`src/rtl/multicycle_compare.sv`:
```
// Chunk-serial signed/unsigned magnitude comparator with start/done handshake.
// Optional build macro CMP_EARLY_EXIT_EN ends the run at the first differing chunk.
module multicycle_compare #(
   parameter int WIDTH = 32,
   parameter int CHUNK = 8
) (
   input  logic             clk_i,
   input  logic             rst_i,
   input  logic             start_i,
   input  logic [WIDTH-1:0] src1_i,
   input  logic [WIDTH-1:0] src2_i,
   input  logic [2:0]       cond_i,
   input  logic             signed_i,
   output logic             busy_o,
   output logic             done_o,
   output logic             result_o,
   output logic             less_o,
   output logic             equal_o
);

   localparam int NCHUNK = WIDTH / CHUNK;
   localparam int IDXW   = (NCHUNK > 1) ? $clog2(NCHUNK) : 1;
   localparam logic [IDXW-1:0] IDX_LAST = IDXW'(NCHUNK - 1);

   typedef enum logic [1:0] {S_IDLE, S_RUN, S_DONE} state_e;

   state_e           state_q, state_d;
   logic [WIDTH-1:0] a_q, a_d, b_q, b_d;
   logic [2:0]       cond_q, cond_d;
   logic [IDXW-1:0]  idx_q, idx_d;
   logic             decided_q, decided_d;
   logic             lessr_q, lessr_d;
   logic             result_q, result_d;
   logic             less_q, less_d;
   logic             equal_q, equal_d;

   logic [CHUNK-1:0] a_chunk, b_chunk;
   logic             chunk_ne, fin_dec, fin_less, finish;

   function automatic logic cond_eval(input logic [2:0] c, input logic lt, input logic eq);
      case (c)
         3'b000:  return lt;
         3'b001:  return ~lt & ~eq;
         3'b010:  return lt | eq;
         3'b011:  return ~lt;
         3'b110:  return eq;
         3'b100:  return ~eq;
         default: return 1'b0;
      endcase
   endfunction

   // Operands shift left each RUN cycle so the chunk under test is always the top one.
   always_comb begin
      state_d   = state_q;
      a_d       = a_q;
      b_d       = b_q;
      cond_d    = cond_q;
      idx_d     = idx_q;
      decided_d = decided_q;
      lessr_d   = lessr_q;
      result_d  = result_q;
      less_d    = less_q;
      equal_d   = equal_q;

      a_chunk  = a_q[WIDTH-1 -: CHUNK];
      b_chunk  = b_q[WIDTH-1 -: CHUNK];
      chunk_ne = (a_chunk != b_chunk);
      fin_dec  = decided_q | chunk_ne;
      fin_less = decided_q ? lessr_q : (a_chunk < b_chunk);
`ifdef CMP_EARLY_EXIT_EN
      finish   = (idx_q == '0) || chunk_ne;
`else
      finish   = (idx_q == '0);
`endif

      case (state_q)
         S_IDLE: begin
            if (start_i) begin
               // Flipping the sign bits lets the unsigned chunk compare yield signed order.
               a_d            = src1_i;
               b_d            = src2_i;
               a_d[WIDTH-1]   = src1_i[WIDTH-1] ^ signed_i;
               b_d[WIDTH-1]   = src2_i[WIDTH-1] ^ signed_i;
               cond_d         = cond_i;
               idx_d          = IDX_LAST;
               decided_d      = 1'b0;
               lessr_d        = 1'b0;
               state_d        = S_RUN;
            end
         end
         S_RUN: begin
            a_d       = a_q << CHUNK;
            b_d       = b_q << CHUNK;
            idx_d     = idx_q - 1'b1;
            decided_d = fin_dec;
            lessr_d   = fin_less;
            if (finish) begin
               less_d   = fin_less;
               equal_d  = ~fin_dec;
               result_d = cond_eval(cond_q, fin_less, ~fin_dec);
               state_d  = S_DONE;
            end
         end
         S_DONE:  state_d = S_IDLE;
         default: state_d = S_IDLE;
      endcase
   end

   always_ff @(posedge clk_i or negedge rst_i) begin
      if (!rst_i) begin
         state_q   <= S_IDLE;
         a_q       <= '0;
         b_q       <= '0;
         cond_q    <= '0;
         idx_q     <= '0;
         decided_q <= 1'b0;
         lessr_q   <= 1'b0;
         result_q  <= 1'b0;
         less_q    <= 1'b0;
         equal_q   <= 1'b0;
      end else begin
         state_q   <= state_d;
         a_q       <= a_d;
         b_q       <= b_d;
         cond_q    <= cond_d;
         idx_q     <= idx_d;
         decided_q <= decided_d;
         lessr_q   <= lessr_d;
         result_q  <= result_d;
         less_q    <= less_d;
         equal_q   <= equal_d;
      end
   end

   assign busy_o   = (state_q == S_RUN);
   assign done_o   = (state_q == S_DONE);
   assign result_o = result_q;
   assign less_o   = less_q;
   assign equal_o  = equal_q;

endmodule

```
`config.mk`:
```
export PLATFORM = sky130hd
export DESIGN_NAME = multicycle_compare
export DESIGN_NICKNAME = d
export VERILOG_FILES = /design/src/rtl/multicycle_compare.sv
export SDC_FILE = /design/constraint.sdc
export NUM_CORES = 1
export LEC_CHECK = 0
export ABC_CLOCK_PERIOD_IN_PS = 2000
export BUFFER_PORTS_ARGS = -buffer_cell sky130_fd_sc_hd__buf_2
export CORE_MARGIN = 2
export CORE_UTILIZATION = 40
export CTS_CLUSTER_SIZE = 24
export DETAILED_ROUTE_END_ITERATION = 8
export PLACE_DENSITY = 0.6
export SYNTH_ARGS = -nofsm -noshare
export SYNTH_HDL_FRONTEND = slang
export SYNTH_SLANG_ARGS = --single-unit
```
`constraint.sdc`:
```
create_clock -name clk_i -period 2 [get_ports clk_i]
set_input_delay 0.1 -clock clk_i [delete_from_list [all_inputs] [get_ports clk_i]]
set_output_delay 0.1 -clock clk_i [all_outputs]
set_load 0.005 [all_outputs]
```
After elaboration in Yosys (flattened, before gate mapping)
Cells that the tools add are included.

Flip-flop bits (word level): 76. Bits in latches: 0. Bits in writable memories: 0. Bits in read-only memories: 0. Input bits: 71. Output and inout port bits: 5. Word-level logic and storage cells: 51. Memories kept: 0.

Add/subtract/negate cells: 1. Multiply operators: 0. Div/mod/pow operators: 0. Magnitude comparators: 1. Eq/ne operators: 10. Shift-type cells: 0. Multiplexer cells: 14. Bitwise gates (word level): 7. Reduce and logical (&&, ||, !) cells: 8.

Operators with widths (count): case mux 32 bit (2 select lines) (2); two-way mux 32 bit (2); < comparator 8 bit (1); inequality test 8 bit (1); case mux 2 bit (2 select lines) (2); AND reduction 2 bit (4); == test 3 x 2 -> 1 bit, second input constant (2); == test 3 bit, second input constant (2); two-way mux 2 bit (3); case mux 1 bit (6 select lines) (1); zero test 2 bit (2); case mux 1 bit (2 select lines) (2); == test 3 x 1 -> 1 bit, second input constant (1); zero test 3 bit (1); == test 2 x 1 -> 1 bit, second input constant (1); == test 2 bit, second input constant (1); two-way mux 1 bit (2); inequality test 2 x 1 -> 1 bit, second input constant (1); inequality test 2 bit, second input constant (1); NOT 1 bit (2); bitwise OR 1 bit (2); nonzero test 2 bit (1); subtractor 2 x 1 -> 2 bit, second input constant (1); XOR 1 bit (2); bitwise AND 1 bit (1).

Depth between registers and ports, before layout
Gate-level depths: netlist (run 1).

Depth after elaboration: 5. Mapped depth: 8. Gate-level depth less buffers: 8.

Worst setup path before layout (run 1)
No wires, ideal clock.

Path kind: reg2reg. Start: reg a_q[30]. End: reg result_q, in the netlist result_o. Data arrival time: 1.535 ns. Required time: 1.872 ns. Slack: 0.337 ns. Cell stages (with the launch flop): 8. Path buffers: 0. Cells stage by stage: dfrtp_1 > ha_1 > nand4_2 > nor4_4 > nor3b_1 > a21oi_1 > a2bb2oi_1 > a31oi_1.

Word-level cells in the longest chain between the ends: 5. Elaborated cells on any way between the ends: 9. Classes of those cells: order compare: 1; eq/ne: 1; mux: 2; bitwise: 5.

Ends and longest elaborated chain: start, declared (line 28) `logic [WIDTH-1:0] a_q, a_d, b_q, b_d;`; start signal, assigned (line 112) `a_q <= '0;`; start signal, assigned (line 123) `a_q <= a_d;`; < comparator 8 bit or inequality test 8 bit (tied branches) (line 69, 67); two-way mux 1 bit or bitwise OR 1 bit (tied branches) (line 69, 68); NOT 1 bit, on equally long branches (line 43, 45, 100); bitwise AND 1 bit or bitwise OR 1 bit (tied branches) (line 43, 44); case mux 1 bit (6 select lines) * (line 41) `case (c)`; end signal, assigned (line 129) `result_q <= result_d;`; end, declared (line 33) `logic result_q, result_d;`.

Every way passes the cells marked *; elsewhere a longest branch is shown, timed or not. A chain may end at the register's enable or synchronous reset.

Worst setup path after layout (run 1)
Start: reg a_q[31]. End: reg result_q, in the netlist result_o.

The elaborated chain is that of the path after synthesis.

==> summary.md, run 1 <==
| Metric | Value |
|---|---|
| Worst endpoint data arrival time | `2050 ps` |
| Largest net degree at the start of global routing | `roughly 120` |
| Post-synth top area share | `54.5%` |
| Multi-input logic area | `between 0.001 and 0.0015 mm^2` |
| Detailed-route wire length per cell | `between 10 and 15 um` |
| Hold worst-path end | `a_q[15]` |
| Syn_nets | `400` |
| Vias per std cell | `4.93` |
| Pre-CTS WS | `about 150 ps` |
| Row cnt | `34` |
| Die Y | `97.4 um` |
| Vias in the first global route | `approximately 2600` |
| Filler Cell Count | `approximately 810` |
| R2r startpoint | `a_q[31]` |
| Max clock buf depth | `2` |
| Number of H-tree levels | `3` |
| Pleak | `about 2.2 nW` |
| Clock sinks | `between 70 and 80` |
| Setup tns final | `0 ps` |
| Critical path's slowest cell | `dfrtp_1` |
| Delay-heaviest family, CP | `compound AO/OA/AOI/OAI gates` |
| Post-layout minimum cycle time | `approximately 1800 ps` |
| WP buf/inv | `0` |
| Layout Skew | `approximately 9.7 ps` |
| Mapped cell area | `0.00349 mm^2` |
| First-pass GRT wire length | `around 13 mm` |
| Hold Path Cell Cnt | `3` |
| FMAX | `approximately 560 MHz` |
| Worst-case reg-to-reg path depth | `6` |
| CP Cell Sequence | `ha_1 -> a211oi_1 -> o21ai_1 -> a2bb2oi_1 -> or3_1 -> a31oi_1` |
| Post-Synthesis Cells | `320` |
| Total Wirelength | `between 7 and 8 mm` |
| Stages on the worst setup path | `6` |
| Commonest non-fill, non-tap cell in the layout | `dfrtp_1` |
| Slowest stage delay, CP | `about 400 ps` |
| Hold crit path type | `in -> reg` |
| Initial DRC Count | `between 100 and 150` |
| Clk root buf | `clkbuf_8` |
| Final Setup Violations | `0` |
| Setup crit end kind | `flop` |
| Antenna cells | `0` |
| Port Buffers | `between 70 and 80` |
| Clock latency on the worst-skew pair | `roughly 360 ps` |
| CP Launch Type | `flop` |
| Pins Over Slew Limit | `0` |
| Sequential cell area fraction in the yosys report | `54.5%` |
| Core area | `0.00859 mm^2` |
| Initial antenna violation count | `0` |
| Worst endpoint required time | `approximately 2300 ps` |
| Register bit count reported by yosys | `76` |
| Synth area leader | `dfrtp_1` |
| CP max FO | `4` |
| PwrDens | `about 1500 mW/mm^2` |
| Initial core utilization | `40.6%` |
| Max cap viols | `0` |
| Reg2reg setup slack | `approximately 230 ps` |
| Slack of the critical path | `between 200 and 250 ps` |
| Synth unique cells | `30` |
| Num CTS Buffers | `9` |
| Die area | `0.00948 mm^2` |
| Final hold violation count | `0` |
| RSZ-0062 raised after global routing | `false` |
| Vias | `about 2600` |
| I/O pin total | `76` |
| Post-Syn Area per Cell | `around 11 um^2` |
| Dpl hpwl | `between 5 and 6 mm` |
| Ys Warns | `0` |
| Status | `finished clean` |
| CTS tree | `built` |
| Most frequent cells in the layout | `76 x dfrtp_1, 74 x buf_2, 56 x nand2_1, 49 x o21ai_1, 46 x mux2i_1` |
| Critical path type | `reg -> reg` |
| Clock slew at reported path FFs | `90 ps` |
| DRT antenna net count | `0` |
| Synthesis-to-finish area growth | `27.4%` |
| Transition time of the tightest slew-check pin | `508 ps` |
| Layout cells sized above 1 | `between 20% and 30%` |
| Grt ovf | `0` |
| Global Route Usage Sum | `16.6%` |
| Die X-Extent | `97.4 um` |
| Largest cells by area after synthesis | `dfrtp_1 55%, mux2i_1 13%, o21ai_1 7.0%` |
| Drt first pass iters | `4` |
| Hold path start | `src1_i[15]` |
| NumNets Final | `roughly 490` |
| VDD IR max | `0.733 mV` |
| FF/Latch Area | `between 0.0015 and 0.002 mm^2` |
| Tcrit/Tclk final | `approximately nine tenths` |
| Number of remaining DRC errors | `0` |
| Gpl congestion | `0.815` |
| Slew HR | `66.2%` |
| Post-CTS setup buffers | `0` |
| FF-to-FF End | `result_o` |
[metrics by stage]
stage | hold slack [ps] | area (um^2) | instances | total power, mW | util, %
after floorplan | -196 | 3490 | 320 | 4.70 | -
after global placement | 112 | 4010 | 489 | 5.35 | 46.6
after detailed placement | 113 | 4010 | 489 | 5.45 | 46.6
after CTS | 5.46 | 4450 | 525 | 6.89 | 51.7
after global routing | 15.9 | 4450 | 525 | 7.36 | 51.7
final | 13.7 | 4450 | 525 | 6.81 | 51.7
[what timing repair did]
item                                   CTS  global route
setup endpoints to repair                0             1
hold buffers                            20             0
gates resized for setup                  0             0
endpoints found under the hold margin   55             0
[synthesized netlist by cell type (all sizes together)]
cell type  count
dfrtp         76
nand2         56
o21ai         53
mux2i         46
a22o          16
inv           12
buf           11
ha             9
clkbuf         8
a21oi          6
mux2           4
nor2           3
nor3b          3
o21bai         3
a2bb2oi        2
nor2b          2
xnor2          2
a211oi         1
a22oi          1
a31oi          1
and2b          1
nand2b         1
nand4          1
nor4           1
or3            1
[state kept, by name, indices dropped and copies added, names as in the netlist]
name,cells
less_o,1
idx_q,2
state_q,2
lessr_q,1
b_q,32
a_q,32
equal_o,1
decided_q,1
cond_q,3
result_o,1
[layout make-up]
cell class / instances / area share [%]
clock inverters: 7 / 2.59
repair buffers: 100 / 15.0
flip-flops and latches: 76 / 42.8
clock buffers: 9 / 2.79
multi-input cells: 213 / 32.8
well taps: 108 / 3.04
inverters: 12 / 1.01
[worst reg2reg max path, cell delays in order, from the launching register on]
cell,delay (ps)
dfrtp_1,390
ha_1,340
a211oi_1,220
o21ai_1,100
a2bb2oi_1,180
or3_1,320
a31oi_1,160
[layer usage]
metal  GRT usage, %  part of all wire [%]
met4           6.09                   1.7
met2           26.3                    46
met3           3.96                   4.3
met5              0                     0
met1           22.4                    48
[logic make-up after synthesis]
| kind of cell | after synthesis | synth area share [%] |
|---|---|---|
| buffers and inverters | 31 | 4.02 |
| DFF | 76 | 54.5 |
| xor gates and xnor gates | 2 | 0.502 |
| and+or+nand+nor | 69 | 8.90 |
| adders and majority gates | 9 | 3.23 |
| muxes | 50 | 14.5 |
| AOI/OAI and AO/OA | 83 | 14.3 |
[power by group]
part           switching (mW)  total [mW]  internal [mW]
clock                   0.577        1.40          0.824
combinational            1.52        2.81           1.28
sequential              0.386        2.60           2.21
[worst max path at each step]
stage	startpoint	end
after floorplan	a_q[30]	result_o
after global placement	a_q[30]	result_o
after detailed placement	b_q[31]	result_o
after CTS	a_q[30]	result_o
after global routing	b_q[31]	result_o
final	a_q[31]	result_o
(Power assumes the default switching activity.)
==> run 2, diff against run 1 <==
==> constraint.sdc (replaced) <==
create_clock -name clk_i -period 2 [get_ports clk_i]
set_input_delay 0.2 -clock clk_i [delete_from_list [all_inputs] [get_ports clk_i]]
set_output_delay 0.2 -clock clk_i [all_outputs]
set_load 0.005 [all_outputs]
==> summary.md, run 2 (same netlist as run 1, synthesis figures left out) <==
| Metric | Value |
|---|---|
| Setup tns final | `0 ps (unchanged)` |
| Global Route Usage Sum | `16.0% (was 16.6%)` |
| NumNets Final | `474 (was 492)` |
| Max cap viols | `0 (unchanged)` |
| Worst endpoint required time | `2230 ps (was 2280 ps)` |
| Critical path type | `reg -> reg (unchanged)` |
| Die X-Extent | `97.4 um (unchanged)` |
| Final hold violation count | `0 (unchanged)` |
| Status | `finished clean (unchanged)` |
| Clk root buf | `clkbuf_8 (unchanged)` |
| Hold worst-path end | `b_q[6] (was a_q[15])` |
| Vias | `2452 (was 2586)` |
| Drt first pass iters | `4 (unchanged)` |
| RSZ-0062 raised after global routing | `false (unchanged)` |
| Commonest non-fill, non-tap cell in the layout | `dfrtp_1 (unchanged)` |
| FMAX | `549 MHz (was 565 MHz)` |
| Crit path launch | `a_q[30] (was a_q[31])` |
| CP Launch Type | `flop (unchanged)` |
| I/O pin total | `76 (unchanged)` |
| Number of remaining DRC errors | `0 (unchanged)` |
| Number of H-tree levels | `3 (unchanged)` |
| Pleak | `2.10 nW (was 2.19 nW)` |
| CP max FO | `5 (was 4)` |
| Setup crit end kind | `flop (unchanged)` |
| Gpl congestion | `0.800 (was 0.815)` |
| Vias per std cell | `4.84 (was 4.93)` |
| Final Util | `49.3% (was 51.7%)` |
| Total Wirelength | `7.07 mm (was 7.44 mm)` |
| FF-to-FF End | `result_o (unchanged)` |
| Detailed-route wire length per cell | `13.9 um (was 14.2 um)` |
| Row cnt | `34 (unchanged)` |
| Largest net degree at the start of global routing | `117 (unchanged)` |
| Pins Over Slew Limit | `0 (unchanged)` |
| VDD IR max | `0.562 mV (was 0.733 mV)` |
| Core area | `0.00859 mm^2 (unchanged)` |
| Initial DRC Count | `101 (was 106)` |
| Initial core utilization | `40.6% (unchanged)` |
| Hold path start | `src2_i[6] (was src1_i[15])` |
| Final Setup Violations | `0 (unchanged)` |
| Clock sinks | `76 (unchanged)` |
| Worst-case reg-to-reg path depth | `7 (was 6)` |
| Reg2reg setup slack | `180 ps (was 230 ps)` |
| Die Y | `97.4 um (unchanged)` |
| R2r startpoint | `a_q[30] (was a_q[31])` |
| Grt ovf | `0 (unchanged)` |
| Dpl hpwl | `4.93 mm (was 5.09 mm)` |
| Hold crit path type | `in -> reg (unchanged)` |
| Num CTS Buffers | `9 (unchanged)` |
| Placed insts | `490 (was 489)` |
| Slew HR | `66.1% (was 66.2%)` |
| Initial antenna violation count | `0 (unchanged)` |
| DRT antenna net count | `0 (unchanged)` |
| Antenna cells | `0 (unchanged)` |
| Most frequent cells in the layout | `76 x dfrtp_1, 74 x buf_2, 56 x nand2_1, 49 x o21ai_1, 46 x mux2i_1 (unchanged)` |
| CTS tree | `built (unchanged)` |
| Clock latency on the worst-skew pair | `350 ps (was 360 ps)` |
| Post-CTS setup buffers | `0 (unchanged)` |
| Filler Cell Count | `827 (was 805)` |
| Regs by FF count | `a_q x32, b_q x32, cond_q x3 (unchanged)` |
| Hold Path Cell Cnt | `2 (was 3)` |
| Synthesis-to-finish area growth | `21.6% (was 27.4%)` |
| First-pass GRT wire length | `12.2 mm (was 12.5 mm)` |
| Worst endpoint data arrival time | `2050 ps (about the same)` |
| Vias in the first global route | `2523 (was 2557)` |
| Clock slew at reported path FFs | `80 ps (was 90 ps)` |
| PwrDens | `1570 mW/mm^2 (was 1530 mW/mm^2)` |
| Layout Skew | `7.00 ps (was 9.74 ps)` |
| Layout cells sized above 1 | `26.1% (was 24.9%)` |
| Transition time of the tightest slew-check pin | `508 ps (about the same)` |
| Final non-filler cell total | `507 (was 525)` |
| Port Buffers | `75 (unchanged)` |
| Post-layout minimum cycle time | `1820 ps (was 1770 ps)` |
| Die area | `0.00948 mm^2 (unchanged)` |
| Tcrit/Tclk final | `91.0% (was 88.6%)` |
| Max clock buf depth | `2 (unchanged)` |
-- run 2: cell types whose count changed in the layout (fill, tap and decap cells not counted) --
cell and delta:
clkinv_4 +1, clkinv_2 -1, dlygate4sd3_1 -19, buf_4 +1
clkbuf_1 +1, bufinv_16 -1
-- run 2: worst max-delay path by stage --
| stage | cells past startpoint | end |
|---|---|---|
| after floorplan | 7 | result_o |
| after global placement | 7 | result_o |
| after detailed placement | 7 | result_o |
| after CTS | 7 | result_o |
| after global routing | 8 | result_o |
| final | 7 | result_o |
-- run 2: cell type report --
cell class                 count  area (um^2)  share of cell area [%]
multi-input combinational    213         1460                    34.4
timing repair buffer          82          483                    11.4
clock buffer                  10          128                    3.01
sequential                    76         1900                    44.9
inverter                      12         45.0                    1.06
tap                          108          135                    3.19
clock inverter                 6         88.8                    2.10
-- run 2: repair_timing --
item                                    in CTS  in global routing
hold buffers                                 1                  0
endpoints found under the setup margin       0                  0
resized for setup                            0                  0
hold endpoints to repair                    36                  0
-- run 2: worst max-delay path: stages (launching register included) --
cell	delay [ps]
dfrtp_1	390
ha_1	310
nand4_2	150
nor4_4	370
and2b_1	180
nor3b_1	50
a2bb2oi_1	150
a31oi_1	100
-- run 2: per-stage QoR --
step           area [um^2]  total power, mW  hold slack [ps]  setup slack [ps]
3_5_place_dp          4010             5.44              210               179
3_3_place_gp          4010             5.37              214               252
5_1_grt               4240             7.21             45.4              51.1
6_report              4240             6.64             55.4               180
2_1_floorplan         3490             4.70            -95.6               337
4_1_cts               4240             6.73             42.0               167
-- run 2: per-layer routing --
metal / GRT usage [%] / up-vias / wire length, um / part of all wire [%]
met2: 23.4 / 44 / 3140 / 44
li1: - / 1260 / - / -
met1: 22.5 / 1138 / 3450 / 49
met3: 4.60 / 10 / 349 / 4.9
met4: 6.41 / 0 / 127 / 1.8
met5: 0 / - / 0 / 0
-- run 2: power breakdown --
part | switching [mW] | internal, mW
clock network | 0.576 | 0.702
registers | 0.380 | 2.21
logic | 1.50 | 1.27
total | 2.46 | 4.19
